<file path="config.mk">
export PLATFORM = sky130hd
export DESIGN_NAME = cu_eeprom_rdbuff
export DESIGN_NICKNAME = d
export VERILOG_FILES = /design/src/rtl/cu_eeprom_rdbuff.sv
export SDC_FILE = /design/constraint.sdc
export NUM_CORES = 1
export LEC_CHECK = 0
export CORE_MARGIN = 1.5
export CORE_UTILIZATION = 47
export DETAILED_ROUTE_END_ITERATION = 6
export PLACE_DENSITY = 0.84
export SYNTH_ARGS = -nofsm -noshare
export SYNTH_HDL_FRONTEND = slang
export SYNTH_SLANG_ARGS = --single-unit
export TNS_END_PERCENT = 10
</file>
<file path="constraint.sdc">
create_clock -name clk -period 4.1 [get_ports clk]
set_input_delay 1.23 -clock clk [delete_from_list [all_inputs] [get_ports clk]]
set_output_delay 1.23 -clock clk [all_outputs]
set_load 0.03 [all_outputs]
</file>
<file path="src/rtl/cu_eeprom_rdbuff.sv">
// cu_eeprom_rdbuff
// Read-side control unit for the SPI EEPROM/flash logger store. Issues a
// READ command (opcode + 24-bit address), clocks in PAGE_BYTES data bytes per
// page into a page buffer, and continues page by page until data_done.
//
// Optional feature macro: EEPROM_RD_WIP_POLL_EN
//   When defined, every page read is preceded by an RDSR status poll that
//   repeats until the WIP bit (spi_rx_data[0]) reads 0.
//
// Ports
//   clk, reset          clock; asynchronous active-high reset
//   start_pulse         1-cycle start, ignored while busy
//   start_addr[23:0]    first page byte address, latched on accepted start
//   data_done           stop after current page (sampled in CHK_DONE/WAIT_BUF)
//   buf_free            consumer drained buffer, next page allowed
//   spi_done            1-cycle pulse, SPI exchange finished, spi_rx_data valid
//   spi_rx_data[7:0]    byte received in the last exchange
//   spi_load            1-cycle pulse, start exchange of spi_tx_data
//   spi_tx_data[7:0]    byte to transmit
//   nCS                 EEPROM chip select, active low
//   buf_we              1-cycle buffer write strobe
//   buf_addr[7:0]       buffer byte index
//   buf_wdata[7:0]      buffer write data
//   page_done           1-cycle pulse, page complete in buffer
//   busy                high from accepted start until return to IDLE
module cu_eeprom_rdbuff #(
  parameter int unsigned PAGE_BYTES = 256,
  parameter logic [7:0]  READ_CMD   = 8'h03,
  parameter logic [7:0]  RDSR_CMD   = 8'h05,
  parameter int unsigned CS_GAP     = 2
) (
  input  logic        clk,
  input  logic        reset,
  input  logic        start_pulse,
  input  logic [23:0] start_addr,
  input  logic        data_done,
  input  logic        buf_free,
  input  logic        spi_done,
  input  logic [7:0]  spi_rx_data,
  output logic        spi_load,
  output logic [7:0]  spi_tx_data,
  output logic        nCS,
  output logic        buf_we,
  output logic [7:0]  buf_addr,
  output logic [7:0]  buf_wdata,
  output logic        page_done,
  output logic        busy
);

  localparam logic [7:0]  BYTE_LAST = 8'(PAGE_BYTES - 1);
  localparam logic [7:0]  GAP_LAST  = 8'(CS_GAP - 1);
  localparam logic [23:0] PAGE_INC  = 24'(PAGE_BYTES);

  typedef enum logic [3:0] {
    ST_IDLE,
    ST_CS_LOW,
    ST_HDR_LD,
    ST_HDR_WT,
    ST_DAT_LD,
    ST_DAT_WT,
    ST_PAGE_END,
    ST_CS_GAP,
    ST_CHK_DONE,
    ST_WAIT_BUF
`ifdef EEPROM_RD_WIP_POLL_EN
    , ST_POLL_CS,
    ST_POLL_LD,
    ST_POLL_WT,
    ST_POLL_GAP
`endif
  } state_t;

  // First state of every page transaction.
`ifdef EEPROM_RD_WIP_POLL_EN
  localparam state_t PAGE_ENTRY = ST_POLL_CS;
`else
  localparam state_t PAGE_ENTRY = ST_CS_LOW;
`endif

  state_t      state_q, state_d;
  logic [23:0] cur_addr_q, cur_addr_d;
  logic [1:0]  hdr_cnt_q, hdr_cnt_d;
  logic [7:0]  byte_cnt_q, byte_cnt_d;
  logic [7:0]  gap_cnt_q, gap_cnt_d;
  logic        ncs_q, ncs_d;
  logic        spi_load_q, spi_load_d;
  logic [7:0]  spi_tx_data_q, spi_tx_data_d;
  logic        buf_we_q, buf_we_d;
  logic [7:0]  buf_addr_q, buf_addr_d;
  logic [7:0]  buf_wdata_q, buf_wdata_d;
  logic        page_done_q, page_done_d;
  logic        busy_q, busy_d;
`ifdef EEPROM_RD_WIP_POLL_EN
  logic        wip_q, wip_d;
`endif

  function automatic logic [7:0] hdr_byte(input logic [1:0] idx, input logic [23:0] a);
    case (idx)
      2'd0:    hdr_byte = READ_CMD;
      2'd1:    hdr_byte = a[23:16];
      2'd2:    hdr_byte = a[15:8];
      default: hdr_byte = a[7:0];
    endcase
  endfunction

  // Registered outputs are computed on the transition into a state, so each
  // output value lines up with the state that owns it.
  always_comb begin
    state_d       = state_q;
    cur_addr_d    = cur_addr_q;
    hdr_cnt_d     = hdr_cnt_q;
    byte_cnt_d    = byte_cnt_q;
    gap_cnt_d     = gap_cnt_q;
    ncs_d         = ncs_q;
    spi_load_d    = 1'b0;
    spi_tx_data_d = spi_tx_data_q;
    buf_we_d      = 1'b0;
    buf_addr_d    = buf_addr_q;
    buf_wdata_d   = buf_wdata_q;
    page_done_d   = 1'b0;
    busy_d        = busy_q;
`ifdef EEPROM_RD_WIP_POLL_EN
    wip_d         = wip_q;
`endif

    case (state_q)
      ST_IDLE: begin
        if (start_pulse) begin
          cur_addr_d = start_addr;
          busy_d     = 1'b1;
          ncs_d      = 1'b0;
          state_d    = PAGE_ENTRY;
        end
      end

      ST_CS_LOW: begin
        hdr_cnt_d     = '0;
        spi_load_d    = 1'b1;
        spi_tx_data_d = hdr_byte(2'd0, cur_addr_q);
        state_d       = ST_HDR_LD;
      end

      ST_HDR_LD: state_d = ST_HDR_WT;

      ST_HDR_WT: begin
        if (spi_done) begin
          spi_load_d = 1'b1;
          if (hdr_cnt_q != 2'd3) begin
            hdr_cnt_d     = hdr_cnt_q + 2'd1;
            spi_tx_data_d = hdr_byte(hdr_cnt_q + 2'd1, cur_addr_q);
            state_d       = ST_HDR_LD;
          end else begin
            byte_cnt_d    = '0;
            spi_tx_data_d = '0;
            state_d       = ST_DAT_LD;
          end
        end
      end

      ST_DAT_LD: state_d = ST_DAT_WT;

      ST_DAT_WT: begin
        if (spi_done) begin
          buf_we_d    = 1'b1;
          buf_addr_d  = byte_cnt_q;
          buf_wdata_d = spi_rx_data;
          if (byte_cnt_q != BYTE_LAST) begin
            byte_cnt_d    = byte_cnt_q + 8'd1;
            spi_load_d    = 1'b1;
            spi_tx_data_d = '0;
            state_d       = ST_DAT_LD;
          end else begin
            // page_done lands in the same cycle as the final buffer write
            ncs_d       = 1'b1;
            page_done_d = 1'b1;
            state_d     = ST_PAGE_END;
          end
        end
      end

      ST_PAGE_END: begin
        cur_addr_d = cur_addr_q + PAGE_INC;
        gap_cnt_d  = '0;
        state_d    = ST_CS_GAP;
      end

      ST_CS_GAP: begin
        if (gap_cnt_q == GAP_LAST) state_d = ST_CHK_DONE;
        else                       gap_cnt_d = gap_cnt_q + 8'd1;
      end

      ST_CHK_DONE: begin
        if (data_done) begin
          busy_d  = 1'b0;
          state_d = ST_IDLE;
        end else begin
          state_d = ST_WAIT_BUF;
        end
      end

      ST_WAIT_BUF: begin
        if (data_done) begin
          busy_d  = 1'b0;
          state_d = ST_IDLE;
        end else if (buf_free) begin
          ncs_d   = 1'b0;
          state_d = PAGE_ENTRY;
        end
      end

`ifdef EEPROM_RD_WIP_POLL_EN
      // hdr_cnt doubles as the poll byte index (0 = opcode, 1 = status byte)
      ST_POLL_CS: begin
        hdr_cnt_d     = '0;
        spi_load_d    = 1'b1;
        spi_tx_data_d = RDSR_CMD;
        state_d       = ST_POLL_LD;
      end

      ST_POLL_LD: state_d = ST_POLL_WT;

      ST_POLL_WT: begin
        if (spi_done) begin
          if (hdr_cnt_q == 2'd0) begin
            hdr_cnt_d     = 2'd1;
            spi_load_d    = 1'b1;
            spi_tx_data_d = '0;
            state_d       = ST_POLL_LD;
          end else begin
            wip_d     = spi_rx_data[0];
            ncs_d     = 1'b1;
            gap_cnt_d = '0;
            state_d   = ST_POLL_GAP;
          end
        end
      end

      ST_POLL_GAP: begin
        if (gap_cnt_q == GAP_LAST) begin
          ncs_d   = 1'b0;
          state_d = wip_q ? ST_POLL_CS : ST_CS_LOW;
        end else begin
          gap_cnt_d = gap_cnt_q + 8'd1;
        end
      end
`endif

      default: begin
        ncs_d   = 1'b1;
        busy_d  = 1'b0;
        state_d = ST_IDLE;
      end
    endcase
  end

  always_ff @(posedge clk or posedge reset) begin
    if (reset) begin
      state_q       <= ST_IDLE;
      cur_addr_q    <= '0;
      hdr_cnt_q     <= '0;
      byte_cnt_q    <= '0;
      gap_cnt_q     <= '0;
      ncs_q         <= 1'b1;
      spi_load_q    <= 1'b0;
      spi_tx_data_q <= '0;
      buf_we_q      <= 1'b0;
      buf_addr_q    <= '0;
      buf_wdata_q   <= '0;
      page_done_q   <= 1'b0;
      busy_q        <= 1'b0;
`ifdef EEPROM_RD_WIP_POLL_EN
      wip_q         <= 1'b0;
`endif
    end else begin
      state_q       <= state_d;
      cur_addr_q    <= cur_addr_d;
      hdr_cnt_q     <= hdr_cnt_d;
      byte_cnt_q    <= byte_cnt_d;
      gap_cnt_q     <= gap_cnt_d;
      ncs_q         <= ncs_d;
      spi_load_q    <= spi_load_d;
      spi_tx_data_q <= spi_tx_data_d;
      buf_we_q      <= buf_we_d;
      buf_addr_q    <= buf_addr_d;
      buf_wdata_q   <= buf_wdata_d;
      page_done_q   <= page_done_d;
      busy_q        <= busy_d;
`ifdef EEPROM_RD_WIP_POLL_EN
      wip_q         <= wip_d;
`endif
    end
  end

  assign nCS         = ncs_q;
  assign spi_load    = spi_load_q;
  assign spi_tx_data = spi_tx_data_q;
  assign buf_we      = buf_we_q;
  assign buf_addr    = buf_addr_q;
  assign buf_wdata   = buf_wdata_q;
  assign page_done   = page_done_q;
  assign busy        = busy_q;

endmodule

</file>
==> impl_metrics.tcl <==
set metrics [dict create \
    slowest_delay_ns 0.68 \
    outcome "finished, final reports clean" \
    ys.flop_type "dfrtp_1" \
    yosys.area_share.simple_pct 20.9 \
    synth_xor_area_share_pct 1.33 \
    synth_area_sq_um 3970 \
    drt_first_pass_iters 6 \
    grt_max_degree 76 \
    grt-ovfl-total 0 \
    synthAdderAreaFrac_pct 2.52 \
    synth_cell_type_count 63 \
    core_sq_um 8180 \
    post_cts_buffers 0 \
    grt_first_pass_wirelength_um 15100 \
    wl_per_cell_um 15.5 \
    fmax_mhz 341 \
    timing.rr.end "cur_addr_q[15]" \
    dp_hpwl_um 6220 \
    htreeDepth 3 \
    cp-startpoint "spi_done" \
    vias_per_cell 5.77 \
    maxCapViolations 0 \
    async_flop_share_pct 100 \
    r2r_slack_ns 1.54 \
    setup_viol 0 \
    cp_num_buf_inv 1 \
    cts_buffers 9 \
    cp_max_fo 12 \
    drive_gt1_share_pct 10.0 \
    finalWeightedCongestion 0.892 \
    syn_inst 407 \
    seq_area_sq_um 1880 \
    tightest_slew_ns 0.925 \
    die_area_sq_um 9000 \
    ant_nets 0 \
    hp-start "cur_addr_q[1]" \
    cts_tree "yes" \
    fill_cells 663 \
    reg2reg_from "state_q[1]" \
    critPathLaunchType "primary input" \
    clock_latency_ns 0.35 \
    max-vdd-ir-drop_v 0.000243 \
    maxSlewHeadroom_pct 38.3 \
    path_delay_family "compound AO/OA/AOI/OAI gates" \
    clk_pin_slew_ns 0.08 \
    synth_edf_count 0 \
    drc_errors 0 \
    grt_pass1_vias 3074 \
    rr_worst_depth 4 \
    pin_count 67 \
    power_density_nw_per_um2 605 \
    io_buffer_count 66 \
    synth-seq-cells 75 \
    synth_fp_nets 453 \
    hold_class "reg -> reg" \
    holdWs_ns 0.482 \
    hold-path-endpoint "cur_addr_q[1]" \
    cts_resized 0 \
    die_height_um 94.9 \
    wirelength_um 8890 \
    p_leak_nw 2.16 \
    die_x_um 94.9 \
    drt_iter0_drc 299 \
    std_cell_rows 33 \
    cp_data_arrival_time_ns 3.16 \
    cpMaxStageDelayCell "clkdlybuf4s50_1" \
    fin_nets 511 \
    fin_crit_ns 2.93 \
    synth_top_family_by_area "simple AND/OR/NAND/NOR gates" \
    antenna_found_initial 0 \
    antenna_cells 0 \
    clock_path_buffers 2 \
    final_cells 574 \
    yosysWarnings 0 \
    holdPathStages 2 \
    fin_crit_sh_pct 71.4 \
    areaGrowthSynthToFinish_pct 24.8 \
    track_usage_pct 21.5 \
    synth_mux_area_share_pct 7.38 \
    multiInputGateArea_sq_um 1930 \
    drv_slew 0 \
    crit_chain "clkdlybuf4s50_1 -> o2111ai_1 -> or3_1 -> a32o_1" \
    via_count 3313 \
    clkSinkCount 75 \
    grt_setup_unrepaired "no" \
    required_ns 4.33 \
    synth_compound_area_share_pct 16.5 \
    hold_buffers 0 \
    setup-tns-final_ns 0 \
    initial_core_util_pct 48.5 \
    cp-end-kind "flip-flop" \
    fin_skew_ns 0.0119 \
    ys_seq_area_share_pct 47.4 \
    root_buffer "clkbuf_8" \
    placed_cells 559 \
    hold_viol 0 \
    syn_avg_cell_area_sq_um 9.74 \
    crit_type "in -> reg" \
]
[where the power goes]
group	switching (W)	internal (W)
clock network	0.000277	0.000466
logic	0.000588	0.000472
registers	0.000245	0.000944
total	0.00111	0.00188
[worst reg2reg max path: cells and delay by family (launching register included)]
kind,cells,cell delay [ns]
DFF,1,0.72
AOI/OAI and AO/OA,2,0.35
and+or+nand+nor,2,1.36
[cell type report]
| class | count | share of cell area (%) |
|---|---|---|
| repair buffers | 69 | 13.8 |
| well taps | 105 | 2.66 |
| multi-input cells | 293 | 39.0 |
| clock buffers | 9 | 2.50 |
| clock inverters | 6 | 2.78 |
| flip-flops and latches | 75 | 38.0 |
| inverters | 17 | 1.29 |
[state kept, by name, summed over array words and instances (netlist names), 2 cells and up]
register,cells
cur_addr_q,24
byte_cnt_q,8
buf_wdata,8
hdr_cnt_q,2
state_q,4
gap_cnt_q,8
spi_tx_data,8
buf_addr,8
[kinds of logic after synthesis]
kind of cell	count (synthesis)
xor+xnor	6
compound gates	88
buf+inv	39
flops	75
simple gates	164
mux	27
fa+ha+maj	8
[Yosys cell counts (all sizes together) (5+ instances only)]
cell type,count,share of area [%]
dfrtp,74,47
nand2,68,6.5
nor2,22,2.1
o21ai,21,2.7
mux2,18,5.1
inv,17,1.6
nand3,14,1.8
clkbuf,12,1.2
buf,10,1.2
mux2i,9,2.3
nand2b,9,1.4
a21oi,8,1.0
a22oi,8,1.5
ha,8,2.5
nand4,7,1.1
nor3,6,0.76
nor4,6,0.95
xor2,6,1.3
nor3b,5,1.1
o22ai,5,0.79
o31ai,5,0.95
[per-layer routing]
metal  wire length, um  track usage, %  share of wire (%)
met4               143            6.09                1.6
met1              3980            30.3                 45
met3               523            4.35                5.9
met5                 0               0                  0
met2              4250            33.6                 48
[how the worst max path moves through the flow]
| stage | to | slack, ns | cells past startpoint |
|---|---|---|---|
| 2_1_floorplan | buf_addr[0] | 0.96 | 1 |
| 3_3_place_gp | byte_cnt_q[3] | 0.96 | 4 |
| 3_5_place_dp | byte_cnt_q[7] | 0.91 | 4 |
| 4_1_cts | byte_cnt_q[2] | 1.21 | 4 |
| 5_1_grt | byte_cnt_q[7] | 1.05 | 4 |
| 6_report | byte_cnt_q[2] | 1.17 | 4 |
[stage by stage]
stage          area [sq um]  setup WS (ns)  utilization (%)  total power, W
2_1_floorplan          3970          0.962                -         0.00191
3_3_place_gp           4690          0.964             57.3         0.00220
3_5_place_dp           4690          0.913             57.3         0.00225
4_1_cts                4950           1.21             60.5         0.00300
5_1_grt                4950           1.05             60.5         0.00319
6_report               4950           1.17             60.5         0.00299
[layout by cell type (no fill, tap or decap), types with 4 or more instances in the layout]
master,instances
a21oi_1,8
a221o_1,4
a22oi_1,8
and3_1,4
bufinv_16,4
clkbuf_8,9
clkdlybuf4s50_1,66
dfrtp_1,74
ha_1,8
inv_1,16
mux2_2,18
mux2i_1,9
nand2_1,67
nand2b_1,9
nand3_1,14
nand4_1,7
nor2_1,22
nor3_1,6
nor3b_1,4
nor4_1,6
o21ai_0,21
o22ai_1,5
o31ai_1,5
or3_1,4
xor2_1,6
Power figures use the tool's default switching activity.
